## config.mk

```make
export PLATFORM = sky130hd
export DESIGN_NAME = int_sched
export DESIGN_NICKNAME = d
export VERILOG_FILES = /design/src/rtl/int_sched.sv
export SDC_FILE = /design/constraint.sdc
export NUM_CORES = 1
export LEC_CHECK = 0
export ABC_CLOCK_PERIOD_IN_PS = 12300
export BUFFER_PORTS_ARGS = -buffer_cell sky130_fd_sc_hd__buf_2
export CELL_PAD_IN_SITES_DETAIL_PLACEMENT = 1
export CELL_PAD_IN_SITES_GLOBAL_PLACEMENT = 1
export CORE_ASPECT_RATIO = 0.9
export CORE_MARGIN = 2
export CORE_UTILIZATION = 44
export CTS_BUF_LIST = sky130_fd_sc_hd__clkbuf_8
export DETAILED_ROUTE_END_ITERATION = 12
export PLACE_DENSITY_LB_ADDON = 0.1
export RECOVER_POWER = 50
export SETUP_SLACK_MARGIN = 0.1
export SLEW_MARGIN = 30
export SYNTH_ARGS = -nofsm -noshare
export SYNTH_HDL_FRONTEND = slang
export SYNTH_SLANG_ARGS = --single-unit
```

## constraint.sdc

```tcl
create_clock -name clk -period 12.3 [get_ports clk]
set_input_delay 1.23 -clock clk [delete_from_list [all_inputs] [get_ports clk]]
set_output_delay 1.23 -clock clk [all_outputs]
set_load 0.02 [all_outputs]
```

## src/rtl/int_sched.sv

```systemverilog
// Interrupt scheduler for the where-to-go branch unit: edge-detects three irq
// lines, picks the highest permitted level and keeps one return slot per level.
module int_sched #(
  parameter int NLVL = 3,
  parameter int PC_W = 32
) (
  input  logic            clk,
  input  logic            rst,
  input  logic [NLVL-1:0] irq,
  input  logic            int_en,
  input  logic            stall,
  input  logic            jint_taken,
  input  logic            eret_taken,
  input  logic [PC_W-1:0] ret_pc,
  output logic [2:0]      ints,
  output logic [PC_W-1:0] epc,
  output logic [NLVL-1:0] pending,
  output logic [NLVL-1:0] in_service,
  output logic            spurious
);

  logic [NLVL-1:0] irq_q;
  logic [PC_W-1:0] slot [NLVL];
  logic [NLVL-1:0] rise;
  logic [1:0]      svc_lvl;
  logic [1:0]      req_lvl;
  logic            grant;
  logic            jint_v;
  logic            eret_v;
  logic            do_acc;
  logic            do_ret;
  logic            spur_next;
  logic [NLVL-1:0] acc_mask;
  logic [NLVL-1:0] ret_mask;

  function automatic logic [1:0] top_level(input logic [2:0] v);
    if (v[2]) begin
      return 2'd3;
    end else if (v[1]) begin
      return 2'd2;
    end else if (v[0]) begin
      return 2'd1;
    end else begin
      return 2'd0;
    end
  endfunction

  function automatic logic [2:0] level_mask(input logic [1:0] l);
    case (l)
      2'd1:    return 3'b001;
      2'd2:    return 3'b010;
      2'd3:    return 3'b100;
      default: return 3'b000;
    endcase
  endfunction

  assign rise    = irq & ~irq_q;
  assign svc_lvl = top_level(in_service);
  assign req_lvl = top_level(pending);
  assign grant   = int_en && (req_lvl > svc_lvl);
  assign jint_v  = jint_taken && !stall;
  assign eret_v  = eret_taken && !stall;

  // A simultaneous ERET always wins over JINT; the losing accept is reported as spurious.
  always_comb begin
    do_ret    = eret_v && (svc_lvl != 2'd0);
    do_acc    = jint_v && !eret_v && grant;
    spur_next = (jint_v && (!grant || eret_v)) || (eret_v && (svc_lvl == 2'd0));
    if (do_acc) begin
      acc_mask = level_mask(req_lvl);
    end else begin
      acc_mask = 3'b000;
    end
    if (do_ret) begin
      ret_mask = level_mask(svc_lvl);
    end else begin
      ret_mask = 3'b000;
    end
  end

  // Requested code and visible return address, both decoded from registers.
  always_comb begin
    if (grant) begin
      ints = {1'b0, req_lvl};
    end else begin
      ints = 3'd0;
    end
    case (svc_lvl)
      2'd1:    epc = slot[0];
      2'd2:    epc = slot[1];
      2'd3:    epc = slot[2];
      default: epc = {PC_W{1'b0}};
    endcase
  end

  // State update; a new edge on a level being accepted keeps its pending bit set.
  always_ff @(posedge clk) begin
    if (rst) begin
      irq_q      <= 3'b000;
      pending    <= 3'b000;
      in_service <= 3'b000;
      spurious   <= 1'b0;
      for (int i = 0; i < NLVL; i++) begin
        slot[i] <= {PC_W{1'b0}};
      end
    end else begin
      irq_q      <= irq;
      pending    <= (pending & ~acc_mask) | rise;
      in_service <= (in_service | acc_mask) & ~ret_mask;
      spurious   <= spur_next;
      for (int i = 0; i < NLVL; i++) begin
        if (acc_mask[i]) begin
          slot[i] <= ret_pc;
        end
      end
    end
  end

endmodule

```

==> impl_metrics.ini, run 1 <==
[global_routing]
overflow = 0
antenna_found_initial = 0
grt_pass1_vias = 3213
grt_max_degree = 70
grt_use_total_pct = 19.1
grt_pass1_wl_mm = 16.8

[clocking]
clock_path_buffers = 2
post_cts_buffers = 0
htree_levels = 3
path_clk_slew_ns = 0.11
tritoncts = done
cts.sinks = 106
cts_resized = 0
clockRootBuffer = clkbuf_8
numCtsBuffers = 9
holdBufCountCts = 0
clock_latency_ns = 0.38

[floorplan]
die-area_um2 = 11600
pin_count = 83
rows = 35
fp.dieH_um = 102
start_util_pct = 45.8
core-area_um2 = 10300
die_w_um = 113

[synth]
synth_cells = 374
synth-async-reset-ratio_pct = 0
synthesis.area_um2 = 4730
ys.flop_type = edfxtp_1
ys_warn_count = 0
synth_area_leaders = edfxtp_1 61%, nor3_2 6.4%, dfxtp_1 4.2%, a31oi_1 3.7%, o21ai_0 3.7%
syn-num-nets = 417
synthDistinctLibCells = 42
ys_seq_area_share_pct = 65.2
synth_largest_area_cell = edfxtp_1
synth-edff-count = 96
netlist.area_leader.share_pct = 61.0
post-synth-top-count-cell = edfxtp_1
ys_ff_latch = 106
syn_avg_cell_area_um2 = 12.6
synthTopCellsByCount = 96 x edfxtp_1, 38 x inv_1, 35 x o21ai_0

[power]
seqPwrFrac_pct = 59.7
swShare_pct = 24.5
irDropWorstVdd_mv = 0.0597
p_int_mw = 0.522
p_per_area_nw_per_um2 = 131
comb_power_share_pct = 7.2
pwr-share-clk_pct = 33.1
power_switching_mw = 0.169
p_leak_nw = 2.06

[drt]
vias = 3134
wl_per_cell_um = 18.2
ant_nets = 0
initialDrtViolationCount = 191
drc_errors = 7
wl_mm = 10.6
viasPerCell = 5.39
firstDrtPassIters = 9

[sta]
relSlewSlack_pct = -85.3
period_minus_slack_ns = 6.30
slew_violations = 153
finalSetupTns_ns = 0
worst_slew_pin_slew_ns = 2.75
max_freq_mhz = 159
rsz0062_at_grt = false
hold_viol_final = 0
finalCritPeriodShare_pct = 51.3
setup_viol = 0
clock_skew_ns = 0.0190

[cells_and_area]
seq_area_um2 = 3080
finalNetCount = 490
drive_gt1_share_pct = 23.7
final_cell_area_um2 = 5260
n_fill_cell = 1139
area_delta_synth_final_pct = 11.3
antenna_cells = 0
multi_input_area_um2 = 1190

[outcome]
failed_checks = DRC, capacitance limit, slew limit
status = finished, violations left

[run]
maxCapViolCount = 4

[placed_design]
hpwl_mm = 6.71
placed_cell_area_um2 = 5240
io_buffers = 81
gp_congestion = 0.753

[critical_path]
cp_cell_sequence = clkbuf_1, nor2_1, ha_1, a21boi_0, o2111ai_4, o21ai_0, buf_16
cp-start-kind = flop
cp.arrival_ns = 6.38
path_class = reg -> reg
cp-end-kind = flop
cp_slowest_cell = o21ai_0
crit_path_max_fanout = 69
slowest_delay_ns = 2.10
crit_required_ns = 12.37

[min_path]
hold_path_class = reg -> reg
-- cells in the final DEF (no fill, tap or decap), drive strengths merged, types with 2 or more instances in the layout --
master and count:
dfxtp 10, ha 2, or4 2, inv 43, a31oi 28, and2b 2
a22oi 4, nor4b 2, clkinv 3, o21ai 36, edfxtp 96, a32o 2
nand2b 3, nor3 33, nand3 2, nand2 34, clkbuf 18, nor2 5
and2 28, nor2b 5, o2111ai 3, buf 79
-- cell type report --
type,count,area share (%)
clock inverters,7,1.76
inverters,40,2.85
multi-input cells,202,22.7
well taps,129,3.07
repair buffers,88,8.72
flip-flops and latches,106,58.6
clock buffers,9,2.35
-- routing by layer --
| metal | wire length (µm) | part of all wire [%] | global-route usage, % | up-vias |
|---|---|---|---|---|
| met5 | 0 | 0 | 0 | - |
| met4 | 76 | 0.72 | 4.41 | 0 |
| met3 | 549 | 5.2 | 4.74 | 8 |
| met2 | 5310 | 50 | 33.8 | 85 |
| met1 | 4620 | 44 | 24.0 | 1551 |
| li1 | - | - | - | 1490 |
-- power groups by stage --
stage,combinational [mW],clock (mW),sequential (mW)
2_1_floorplan,0.0355,0,0.421
3_3_place_gp,0.0530,0,0.420
3_5_place_dp,0.0559,0,0.421
4_1_cts,0.0563,0.234,0.413
5_1_grt,0.0550,0.247,0.414
6_report,0.0499,0.229,0.413
-- path summary, 6_finish.rpt --
check | startpoint | to | slack [ns] | depth (start not counted)
setup / recovery | in_service[2] | slot[0][47] | 6.00 | 7
hold / removal | irq_q[2] | pending[2] | 0.49 | 2
setup reg to reg | in_service[2] | slot[0][47] | 6.00 | 7
hold reg to reg | irq_q[2] | pending[2] | 0.49 | 2
-- critical path, delay by kind of cell, from the launching register on --
| kind | cells | cell delay, ns |
|---|---|---|
| DFF | 1 | 0.34 |
| adders and majority gates | 1 | 0.42 |
| and+or+nand+nor | 1 | 0.21 |
| buffers and inverters | 2 | 2.11 |
| AOI/OAI and AO/OA | 3 | 2.92 |
-- through the flow --
step / worst slack, ns / hold slack, ns / cells / power, mW / util, %
finish: 6.00 / 0.488 / 581 / 0.691 / 50.9
CTS: 8.37 / 0.495 / 581 / 0.703 / 52.8
global placement: 8.91 / 0.453 / 564 / 0.473 / 50.4
global route: 5.46 / 0.524 / 581 / 0.717 / 50.9
detailed placement: 8.79 / 0.468 / 565 / 0.477 / 50.7
floorplan: 7.68 / 0.446 / 374 / 0.456 / -
-- flip-flops by register name (all words and copies together), names as in the netlist --
name	count
slot	96
in_service	3
irq_q	3
pending	3
spurious	1
-- cells by family after synthesis --
kind of cell / synth area share [%]
compound gates: 11.3
fa+ha+maj: 0.529
buf+inv: 6.62
flops: 65.2
other cells: 0.0793
simple gates: 16.3
No activity file was read; power rests on OpenSTA's default activity.
==> run 2, diff against run 1 <==
- ABC_CLOCK_PERIOD_IN_PS: 12300 -> 5190
- CORE_UTILIZATION: 44 -> 42
- clock period: 12.3 -> 5.19 ns (I/O delays scaled with it)
==> run 2 against run 1 <==
  * The flow finishes with violations (capacitance limit, slew limit)
  * Largest power group unchanged
  * Global-route usage down 0.93 points
  * Cell count grew 4.0%
  * Non-clock buffer count unchanged
  * Sequential share of layout area is 0.58 points lower
  * Hold slack got worse by 0.10 ns
  * Total power rose by 140%
  * Combinational power grew 140%
==> impl_metrics.ini, run 2 (synthesis gave the netlist of run 1 again) <==
[power]
irDropWorstVdd_mv = 0.131
p_per_area_nw_per_um2 = 310
p_leak_nw = 1.94

[clocking]
clockRootBuffer = clkbuf_8
htree_levels = 3
holdBufCountCts = 0
path_clk_slew_ns = 0.10
tritoncts = done
post_cts_buffers = 0
cts_resized = 0
clock_latency_ns = 0.35
clock_path_buffers = 2
cts.sinks = 106
numCtsBuffers = 9

[placed_design]
placed_cell_area_um2 = 5290
dp_slack_ns = 1.85
gp_congestion = 0.746
io_buffers = 81
hpwl_mm = 6.63

[critical_path]
path_class = reg -> out
crit_path_max_fanout = 56
rr_worst_depth = 8
timing.rr.end = slot[0][54]
cp.arrival_ns = 3.16
cp-end-kind = primary output
cp-start-kind = flop
reg2reg_from = in_service[1]
reg2reg_slack_ns = 1.56
crit_required_ns = 4.67

[drt]
initialDrtViolationCount = 116
wl_mm = 10.5
firstDrtPassIters = 4
ant_nets = 0
wl_per_cell_um = 17.4
viasPerCell = 5.07
vias = 3060
drc_errors = 0

[sta]
hold_viol_final = 0
max_freq_mhz = 272
worst_slew_pin_slew_ns = 2.16
whs_ns = 0.385
rsz0062_at_grt = false
finalSetupTns_ns = 0
clock_skew_ns = 0.0146
relSlewSlack_pct = -44.2
period_minus_slack_ns = 3.68
slew_violations = 89
finalCritPeriodShare_pct = 70.9
setup_viol = 0
layout_setup_ws_ns = 1.51

[floorplan]
die_w_um = 116
rows = 36
fp.dieH_um = 105
pin_count = 83
start_util_pct = 43.4
die-area_um2 = 12100
core-area_um2 = 10900

[global_routing]
grt_pass1_vias = 3184
antenna_found_initial = 0
overflow = 0
grt_pass1_wl_mm = 16.8
grt_use_total_pct = 18.2
grt_max_degree = 57

[cells_and_area]
layout_commonest_cell = edfxtp_1
area_delta_synth_final_pct = 12.5
n_fill_cell = 1193
largest_reg_flops = 96
seq_area_um2 = 3080
regMostFlops = slot
finalNetCount = 490
fin_util_pct = 48.8
antenna_cells = 0
layout.cells.most_common_list = 96 x edfxtp_1, 44 x buf_2, 39 x clkbuf_1
drive_gt1_share_pct = 18.4
final_cell_area_um2 = 5320
multi_input_area_um2 = 1230

[run]
maxCapViolCount = 2

[min_path]
worstHoldEndpoint = irq_q[1]
hold_path_class = in -> reg
whs_path_depth = 2
min_from = irq[1]

[outcome]
status = finished, violations left
failed_checks = capacitance limit, slew limit
[run 2: cell count changes in the layout (fill, tap and decap cells not counted), moves of 2 or more]
cell / change
inv_6: -2
nor3_2: +7
clkbuf_1: +30
nor3_1: -7
buf_2: -31
[run 2: worst max-delay path by stage]
stage / from / endpoint / depth (start not counted)
finish: in_service[2] / epc[4] / 3
global route: in_service[2] / epc[4] / 3
CTS: in_service[1] / slot[0][65] / 8
detailed placement: in_service[1] / slot[0][49] / 8
global placement: in_service[1] / slot[0][81] / 7
floorplan: in_service[2] / slot[0][32] / 7
[run 2: final cells by class]
| class | instances | area share [%] |
|---|---|---|
| Multi-Input combinational cell | 202 | 23.2 |
| Clock inverter | 7 | 1.74 |
| Inverter | 40 | 2.82 |
| Timing Repair Buffer | 88 | 8.35 |
| Tap cell | 152 | 3.58 |
| Sequential cell | 106 | 58.0 |
| Clock buffer | 9 | 2.33 |
[run 2: per-layer routing]
metal  part of all wire, %  routed length (µm)  GRT usage, %
met1                    49                5160          25.7
met2                    47                4960          29.4
met3                   3.4                 361          3.54
met4                  0.52                  55          3.57
met5                     0                   0             0
[run 2: report_power, final]
part / total, mW / leakage, nW / internal, mW / switching (mW)
Combinational: 0.121 / 0.755 / 0.0393 / 0.0821
Sequential: 0.977 / 1.08 / 0.963 / 0.0147
Clock: 0.550 / 0.109 / 0.271 / 0.279
Total: 1.65 / 1.94 / 1.27 / 0.376
[run 2: metrics by stage]
step                power [mW]  instances
finish                    1.65        604
detailed placement        1.13        588
global route              1.71        604
CTS                       1.67        604
floorplan                 1.08        374
global placement          1.12        586
[run 2: critical path: stages, from the launching register on]
cell and delay (ns):
dfxtp_2 0.50, clkbuf_1 1.58, o21ai_0 0.45, clkbuf_1 0.28
==> run 3, diff against run 2 <==
- ABC_CLOCK_PERIOD_IN_PS: 5190 -> 3250
- clock period: 5.19 -> 3.25 ns (I/O delays scaled with it)
==> run 3 against run 2 <==
  * The flow now finishes without violations
  * Critical path depth up 4
  * Sequential power up 60%
  * Sequential cell count unchanged
  * Final area unchanged
  * Clock skew about the same
  * Clock power up 40%
  * Hold slack worse by 0.20 ns
  * Critical endpoint is now slot[0][52]
  * Highest routed layer unchanged
==> impl_metrics.ini, run 3 (synthesis gave the netlist of run 1 again) <==
[global_routing]
antenna_found_initial = 0
grt_pass1_vias = 3378
grt_max_degree = 69
grt_use_total_pct = 19.1
grt_pass1_wl_mm = 17.5
overflow = 0

[floorplan]
rows = 36
core-area_um2 = 10900
fp.dieH_um = 105
die_w_um = 116
die-area_um2 = 12100
pin_count = 83
start_util_pct = 43.4

[drt]
ant_nets = 0
vias = 3119
wl_per_cell_um = 17.7
firstDrtPassIters = 4
wl_mm = 10.8
initialDrtViolationCount = 94
drc_errors = 0
viasPerCell = 5.10

[placed_design]
io_buffers = 81
gp_congestion = 0.782
hpwl_mm = 6.75
dp_slack_ns = 0.735
dp_cells = 595

[sta]
setup_viol = 0
finalCritPeriodShare_pct = 85.6
period_minus_slack_ns = 2.78
finalSetupTns_ns = 0
max_freq_mhz = 359
rsz0062_at_grt = false
slew_violations = 0
hold_viol_final = 0
clock_skew_ns = 0.0144
layout_setup_ws_ns = 0.467
worst_slew_pin_slew_ns = 1.28
relSlewSlack_pct = 14.9

[critical_path]
critical_path_depth = 7
critPathTopFamily = compound AO/OA/AOI/OAI gates
path_class = reg -> reg
crit_required_ns = 3.25
cp_slowest_cell = clkbuf_1
cp_cell_sequence = inv_1, a21oi_1, ha_1, a21boi_4, o2111ai_4, o21ai_4, clkbuf_1
slowest_delay_ns = 0.65
path_buf_inv = 2
rr_worst_depth = 7
cp-end-kind = flop
crit_path_max_fanout = 12
cp.arrival_ns = 2.78
reg2reg_slack_ns = 0.47
cp-start-kind = flop

[clocking]
cts_resized = 0
post_cts_buffers = 0
path_clk_slew_ns = 0.11
holdBufCountCts = 0
clockRootBuffer = clkbuf_8
tritoncts = done
clock_path_buffers = 2
clock_latency_ns = 0.37
htree_levels = 3
numCtsBuffers = 9
cts.sinks = 106

[power]
irDropWorstVdd_mv = 0.208
p_leak_nw = 2.04
p_total_mw = 2.53
p_per_area_nw_per_um2 = 475

[outcome]
status = complete, no violations

[cells_and_area]
drive_gt1_share_pct = 23.7
layout.cells.most_common_list = 96 x edfxtp_1, 64 x buf_2, 38 x inv_1
regMostFlops = slot
area_delta_synth_final_pct = 12.5
antenna_cells = 0
n_fill_cell = 1201
stdcell_count = 611
layout_commonest_cell = edfxtp_1
finalNetCount = 497
fin_util_pct = 48.8
largest_reg_flops = 96

[min_path]
hold_path_class = in -> reg
whs_path_depth = 2

[run]
maxCapViolCount = 0
==> run 3: routing by layer <==
layer  vias to the layer above  track usage [%]  part of all wire [%]
met4                         0             5.87                  0.89
li1                       1500                -                     -
met3                         9             2.73                   2.4
met5                         -                0                     0
met1                      1561             24.6                    46
met2                        49             33.1                    51
==> run 3: metrics by stage <==
stage | hold WS [ns] | instance area (µm²)
2_1_floorplan | 0.446 | 4740
3_3_place_gp | 0.469 | 5300
3_5_place_dp | 0.466 | 5300
4_1_cts | 0.161 | 5480
5_1_grt | 0.170 | 5320
6_report | 0.183 | 5320
==> run 3: path summary, 6_finish.rpt <==
kind         startpoint          end
max reg2reg  pending[1]  slot[0][52]
max          pending[1]  slot[0][52]
min reg2reg    irq_q[2]   pending[2]
min              irq[1]     irq_q[1]
==> run 3: final cells by class <==
cell class	count	area [µm²]	area share, %
tap	152	190	3.58
multi-input combinational	202	1240	23.3
inverter	40	150	2.82
clock inverter	7	57.6	1.08
clock buffer	9	124	2.33
timing repair buffer	95	477	8.96
sequential	106	3080	58.0
==> run 3: power breakdown <==
group / internal, mW / switching [mW] / total [mW]
Clock: 0.292 / 0.479 / 0.771
Combinational: 0.0607 / 0.136 / 0.197
Sequential: 1.54 / 0.0221 / 1.56
